`src/rtl/demux_pkg.sv`:
```
// rtl/demux_pkg.sv - shared constants and types for the 16-bit 1-to-8 demultiplexer
package demux_pkg;

    localparam int DATA_W    = 16;
    localparam int NUM_PORTS = 8;
    localparam int SEL_W     = 3;
    localparam int CNT_W     = 16;

    typedef enum logic {
        EMPTY = 1'b0,
        FULL  = 1'b1
    } demux_state_t;

    typedef logic [DATA_W-1:0] word_t;

endpackage

```
`src/rtl/decoder_3_to_8.sv`:
```
// rtl/decoder_3_to_8.sv - combinational 3-bit index plus enable to 8-bit one-hot decoder
module decoder_3_to_8
    import demux_pkg::*;
(
    input  logic [SEL_W-1:0]     idx,
    input  logic                 en,
    output logic [NUM_PORTS-1:0] onehot
);

    always_comb begin
        onehot = '0;
        if (en) begin
            onehot[idx] = 1'b1;
        end
    end

endmodule

```
`src/rtl/demux_16w_1_to_8.sv`:
```
// rtl/demux_16w_1_to_8.sv - registered 16-bit 1-to-8 stream demultiplexer with transfer counter
module demux_16w_1_to_8
    import demux_pkg::*;
(
    input  logic                 Clk,
    input  logic                 Reset_n,
    input  logic                 in_valid,
    output logic                 in_ready,
    input  logic [SEL_W-1:0]     in_sel,
    input  word_t                in_data,
    output logic [NUM_PORTS-1:0] out_valid,
    input  logic [NUM_PORTS-1:0] out_ready,
    output word_t                out_data,
    output logic [SEL_W-1:0]     out_sel,
    output logic [CNT_W-1:0]     xfer_count
);

    demux_state_t     state_q;
    demux_state_t     state_d;
    word_t            data_q;
    logic [SEL_W-1:0] sel_q;
    logic [CNT_W-1:0] count_q;
    logic             sel_ready;
    logic             xfer;
    logic             accept;

    // Only the selected destination's ready matters; the others are ignored.
    always_comb begin
        sel_ready = out_ready[sel_q];
        xfer      = (state_q == FULL) && sel_ready;
        in_ready  = (state_q == EMPTY) || sel_ready;
        accept    = in_valid && in_ready;
    end

    always_comb begin
        state_d = state_q;
        case (state_q)
            EMPTY: begin
                if (accept) begin
                    state_d = FULL;
                end
            end
            FULL: begin
                if (xfer && !accept) begin
                    state_d = EMPTY;
                end
            end
            default: state_d = EMPTY;
        endcase
    end

    always_ff @(posedge Clk or negedge Reset_n) begin
        if (!Reset_n) begin
            state_q <= EMPTY;
        end else begin
            state_q <= state_d;
        end
    end

    always_ff @(posedge Clk or negedge Reset_n) begin
        if (!Reset_n) begin
            data_q <= '0;
            sel_q  <= '0;
        end else if (accept) begin
            data_q <= in_data;
            sel_q  <= in_sel;
        end
    end

    always_ff @(posedge Clk or negedge Reset_n) begin
        if (!Reset_n) begin
            count_q <= '0;
        end else if (xfer) begin
            count_q <= count_q + 1'b1;
        end
    end

    decoder_3_to_8 u_valid_dec (
        .idx    (sel_q),
        .en     (state_q == FULL),
        .onehot (out_valid)
    );

    assign out_data   = data_q;
    assign out_sel    = sel_q;
    assign xfer_count = count_q;

endmodule
```
`config.mk`:
```
export PLATFORM = sky130hd
export DESIGN_NAME = demux_16w_1_to_8
export DESIGN_NICKNAME = d
export VERILOG_FILES = /design/src/rtl/demux_pkg.sv /design/src/rtl/decoder_3_to_8.sv /design/src/rtl/demux_16w_1_to_8.sv
export SDC_FILE = /design/constraint.sdc
export NUM_CORES = 1
export LEC_CHECK = 0
export BUFFER_PORTS_ARGS = -buffer_cell sky130_fd_sc_hd__buf_2
export CAP_MARGIN = 40
export CORE_ASPECT_RATIO = 1.4
export CORE_UTILIZATION = 30
export CTS_CLUSTER_DIAMETER = 100
export DETAILED_ROUTE_END_ITERATION = 10
export GPL_TIMING_DRIVEN = 0
export PLACE_DENSITY = 0.65
export SYNTH_ARGS = -nofsm -noshare
export SYNTH_HDL_FRONTEND = slang
export SYNTH_SLANG_ARGS = --single-unit
```
`constraint.sdc`:
```
create_clock -name Clk -period 2.3 [get_ports Clk]
set_clock_uncertainty 0.2 [all_clocks]
set_input_delay 0.23 -clock Clk [delete_from_list [all_inputs] [get_ports Clk]]
set_output_delay 0.23 -clock Clk [all_outputs]
set_load 0.005 [all_outputs]
```
# After elaboration in Yosys (flattened, before gate mapping)
# Cells that the tools add are included.
totals:
  regBits: 36
  in_bits: 30
  output_inout_bits: 44
  word_cells: 22
classes:
  add_sub_neg: 1
  magnitude_cmp: 2
  mux: 8
  n_bitwise: 1
  n_reduce_logical: 6
ops:
  columns: ["cell", "n"]
  rows:
  - ["16-bit by 1-bit adder with 16-bit output, second input constant", 1]
  - ["8-bit 2-to-1 mux", 1]
  - ["1-bit logical AND", 4]
  - ["3-bit by 4-bit < comparator with 1-bit output, second input constant", 1]
  - ["1-bit 2-to-1 mux", 4]
  - ["1-bit binary-select mux with 3-bit select", 1]
  - ["1-bit demux with 3-bit select", 1]
  - ["3-bit by 1-bit greater-or-equal comparator with 1-bit output, second input constant", 1]
  - ["1-bit one-hot mux with 2 select lines", 1]
  - ["1-bit zero test", 1]
  - ["1-bit logical OR", 1]
  - ["1-bit NOT", 1]

# Logic depth before layout (Yosys ltp)
logic_depth:
  depth_word: 8
  mapped_depth: 7
  depth_no_buf: 4

# Cells and area by module
# Synthesis repeated with hierarchy kept, for this count alone.
unflattened:
  cells_unflattened: 124
  area_unflattened_um2: 1730.4
modules_own_cells:
  columns: ["module", "instances", "cells_each", "area_per_inst_um2", "seq_area_each_um2"]
  rows:
  - ["demux_16w_1_to_8", 1, 116, 1635.3, 900.9]
  - ["decoder_3_to_8", 1, 8, 95.1, 0.0]

# Worst setup path before layout
# No wires, ideal clock.
synth_timing:
  path_kind: "reg-to-reg"
  from: "register sel_q[2], in the netlist out_sel[2]"
  to: "register data_q[10], in the netlist out_data[10]"
  setup_ns: 0.125
  arrival_ns: 1.914
  t_required_ns: 1.975
  setup_slack_ns: 0.061
  stages_incl_launch_ff: 7
  n_path_buf: 3
  period_less_slack_ns: 2.239
  path_cell_list: "dfrtp_1 clkbuf_1 mux4_2 a21boi_2 buf_6 buf_12 mux2_4"
synth_via:
  elab_chain_len: 4
synth_rtl:
  columns: ["element", "line_no", "source"]
  rows:
  - ["start: declaration", "demux_16w_1_to_8.sv:21", "logic [SEL_W-1:0] sel_q;"]
  - ["start signal: assignment", "demux_16w_1_to_8.sv:66", "sel_q <= in_sel;"]
  - ["1-bit binary-select mux with 3-bit select", "demux_16w_1_to_8.sv:29", "sel_ready = out_ready[sel_q];"]
  - ["1-bit 2-to-1 mux (not written as such)", "demux_16w_1_to_8.sv:29", null]
  - ["1-bit logical OR", "demux_16w_1_to_8.sv:31", "in_ready = (state_q == EMPTY) || sel_ready;"]
  - ["1-bit logical AND", "demux_16w_1_to_8.sv:32", "accept = in_valid && in_ready;"]
  - ["end signal: assignment", "demux_16w_1_to_8.sv:65", "data_q <= in_data;"]
  - ["end: declaration", "demux_16w_1_to_8.sv:20", "word_t data_q;"]
# No other way between the ends. The select of a mux whose other input is x is not followed.
# A chain may end at the register's enable or synchronous reset.

# Worst setup path in the final report
layout_timing:
  from: "register sel_q[0], in the netlist out_sel[0]"
  to: "register data_q[9], in the netlist out_data[9]"
# Same word-level chain as after synthesis.

==> flow_metrics.py <==
metrics = {
    "status": {
        "status": "complete, but fails checks",
        "violations": "DRC",
    },
    "synth": {
        "yosys.area_share.simple_pct": 15.1,
        "synth_mux_area_share_pct": 19.1,
        "synth_compound_area_share_pct": 0.663,
        "yosys.area_share.adder_pct": 0.736,
        "synth_nets": 161,
        "avgSynthCellArea_sq_um": 13.1,
        "ys_ff_latch": 36,
        "synthXorXnorAreaFrac_pct": 7.73,
        "ys_seq_area_share_pct": 53.0,
        "yosysWarnings": 0,
        "ys_types": 27,
        "netlist_area_sq_um": 1700,
        "syn_inst": 130,
        "synth_top_family_by_area": "multiplexers",
    },
    "die": {
        "die_w_microns": 65.6,
        "boundaryPins": 74,
        "initial_core_util_pct": 31.0,
        "die_height_microns": 91.0,
        "num_rows": 32,
        "die-area_sq_um": 5970,
        "core_area_sq_um": 5490,
    },
    "global_route": {
        "grt_max_degree": 37,
        "track_usage_pct": 13.8,
        "grt_pass1_vias": 1378,
        "antenna_found_initial": 0,
        "grt_pass1_wl_microns": 6340,
        "overflow": 0,
    },
    "clocking": {
        "cts_buffers": 5,
        "clk_pin_slew_ns": 0.07,
        "cts_tree": "yes",
        "insertion_delay_ns": 0.28,
        "clock_sinks": 36,
        "clk_path_buf_depth": 2,
        "htreeDepth": 2,
        "cts_root_buf": "clkbuf_8",
    },
    "sta": {
        "setup_ws_ns": 0.0715,
        "min_period_ns": 2.23,
        "slew_headroom_pct": 45.7,
        "setup_tns_ns": 0,
        "finalCritPeriodShare_pct": 96.9,
        "max_freq_mhz": 449,
        "rsz0062_at_grt": "false",
        "setup_viol": 0,
        "worstMarginPinSlew_ns": 0.815,
        "hold_viol": 0,
        "slew_violations": 0,
    },
    "placed_design": {
        "io_buffers": 73,
        "dpl.hpwl_microns": 2580,
        "gp_congestion": 0.769,
        "pre_cts_ws_ns": -0.105,
    },
    "power_and_ir_drop": {
        "ir_worst_vdd_v": 0.000475,
        "combPwrFrac_pct": 47.9,
        "netSwitchingFraction_pct": 33.8,
        "p_leak_nw": 1.23,
        "power_density_nw_per_um2": 1180,
        "share_clk_of_total_power_pct": 15.4,
        "power_switching_mw": 1.01,
        "seqPwrFrac_pct": 36.7,
        "p_int_mw": 1.97,
    },
    "worst_setup_path": {
        "worstSetupPathType": "reg -> reg",
        "r2r-start": "out_sel[0]$_DFFE_PN0P_",
        "endpoint": "out_data[9]$_DFFE_PN0P_",
        "ff2ff_setup_slack_ns": 0.07,
        "end_kind": "flop",
        "rr_worst_depth": 7,
        "start_kind": "flop",
        "r2r_end": "out_data[9]$_DFFE_PN0P_",
        "cp.required_ns": 2.27,
        "crit_fanout": 10,
        "critical_path_arrival_ns": 2.19,
        "startpoint": "out_sel[0]$_DFFE_PN0P_",
    },
    "flow_run": {
        "max_cap_viol_count": 0,
    },
    "final_layout": {
        "syn_to_final_growth_pct": 47.9,
        "drive_gt1_share_pct": 47.7,
        "nets": 265,
        "mostFrequentLayoutCell": "buf_2",
        "n_antenna_cell": 0,
        "utilization_pct": 45.8,
        "final_cell_mix": "buf_2 (73), dfrtp_1 (36), dlygate4sd3_1 (21)",
    },
    "detailed_routing": {
        "routed_via_density": 4.59,
        "num_vias": 1392,
        "first_iter_violations": 35,
        "firstDrtPassIters": 7,
        "finalWirelength_microns": 3800,
        "drc": 2,
        "routedWlPerCell_microns": 12.5,
        "drt.antenna.violating_nets": 0,
    },
    "hold_path": {
        "hp-class": "reg -> reg",
    },
}
per-layer routing:
metal / global-route usage [%] / wire length, microns
met1: 16.1 / 1580
met2: 22.9 / 1960
met3: 2.64 / 138
met4: 7.79 / 121
met5: 0 / 0
synth_stat cells:
master    count  area (sq um)
mux4_2        1          22.5
nand2_1       7          26.3
nor3b_1       1          7.51
ha_1          1          12.5
buf_6         2          22.5
nand3_1       5          25.0
nor2_1        7          26.3
mux2_2        9           101
mux2i_1       4          40.0
clkbuf_1      2          7.51
buf_4         1          7.51
xor2_1       14           123
nor4b_1       3          26.3
nor4_1        2          12.5
dfrtp_1      36           901
or4_1         2          15.0
nor4_4        1          21.3
buf_1         1          3.75
a21boi_2      1          11.3
nand2b_1      5          31.3
mux2_4       10           150
mux2_1        1          11.3
or2_2         1          6.26
nor3_1        8          40.0
nand4_1       3          18.8
xnor2_1       1          8.76
buf_12        1          20.0
flip-flops by register name (all words and copies together), names as in the netlist:
name and cells:
xfer_count 16, out_data 16, state_q 1, out_sel 3
power by group through the flow:
stage / Clock, mW / Sequential, mW / Combinational, mW
after global routing: 0.503 / 1.13 / 1.56
after global placement: 0 / 1.08 / 1.25
final: 0.458 / 1.09 / 1.42
after floorplan: 0 / 1.09 / 0.789
after CTS: 0.484 / 1.09 / 1.35
after detailed placement: 0 / 1.09 / 1.27
worst min-delay path by stage:
stage,startpoint,end,cells after the start,slack [ns]
finish,xfer_count[15]$_DFFE_PN0P_,xfer_count[15]$_DFFE_PN0P_,1,0.26
global route,xfer_count[15]$_DFFE_PN0P_,xfer_count[15]$_DFFE_PN0P_,1,0.28
CTS,xfer_count[15]$_DFFE_PN0P_,xfer_count[15]$_DFFE_PN0P_,1,0.27
detailed placement,Reset_n,xfer_count[5]$_DFFE_PN0P_,1,0.18
global placement,Reset_n,xfer_count[13]$_DFFE_PN0P_,1,0.17
floorplan,Reset_n,out_data[0]$_DFFE_PN0P_,0,-0.27
layout make-up:
cell class                 instances  area, sq um
fill                             499         2970
sequential                        36          901
multi-input combinational         87          744
timing repair buffer              98          631
clock buffer                       8         90.1
tap                               68         85.1
buffer                             6         61.3
worst max-delay path, cell delays in order, from the launching register on:
cell	delay, ns
dfrtp_1	0.39
buf_6	0.14
mux2i_1	0.11
mux4_2	0.53
a21boi_2	0.17
buf_6	0.13
buf_12	0.14
mux2_4	0.30
cell families after synthesis:
logic type,after synthesis
simple gates,45
xor+xnor,15
mux,25
buf+inv,7
flops,36
fa+ha+maj,1
compound gates,1
per-stage QoR:
step | instances | cell area [sq um] | total power [mW] | hold WS (ns)
floorplan | 130 | 1700 | 1.88 | -0.266
global placement | 271 | 2150 | 2.33 | 0.166
detailed placement | 271 | 2150 | 2.36 | 0.182
CTS | 301 | 2480 | 2.93 | 0.266
global route | 303 | 2510 | 3.20 | 0.282
finish | 303 | 2510 | 2.97 | 0.258
what timing repair did:
action	in CTS	in global routing
gates cloned	0	0
hold buffers	21	0
endpoints found under the hold margin	56	0
resized for setup	1	2
buffers inserted	2	2
setup endpoints to repair	11	1
Note: power is estimated with default switching activity, not from simulation.
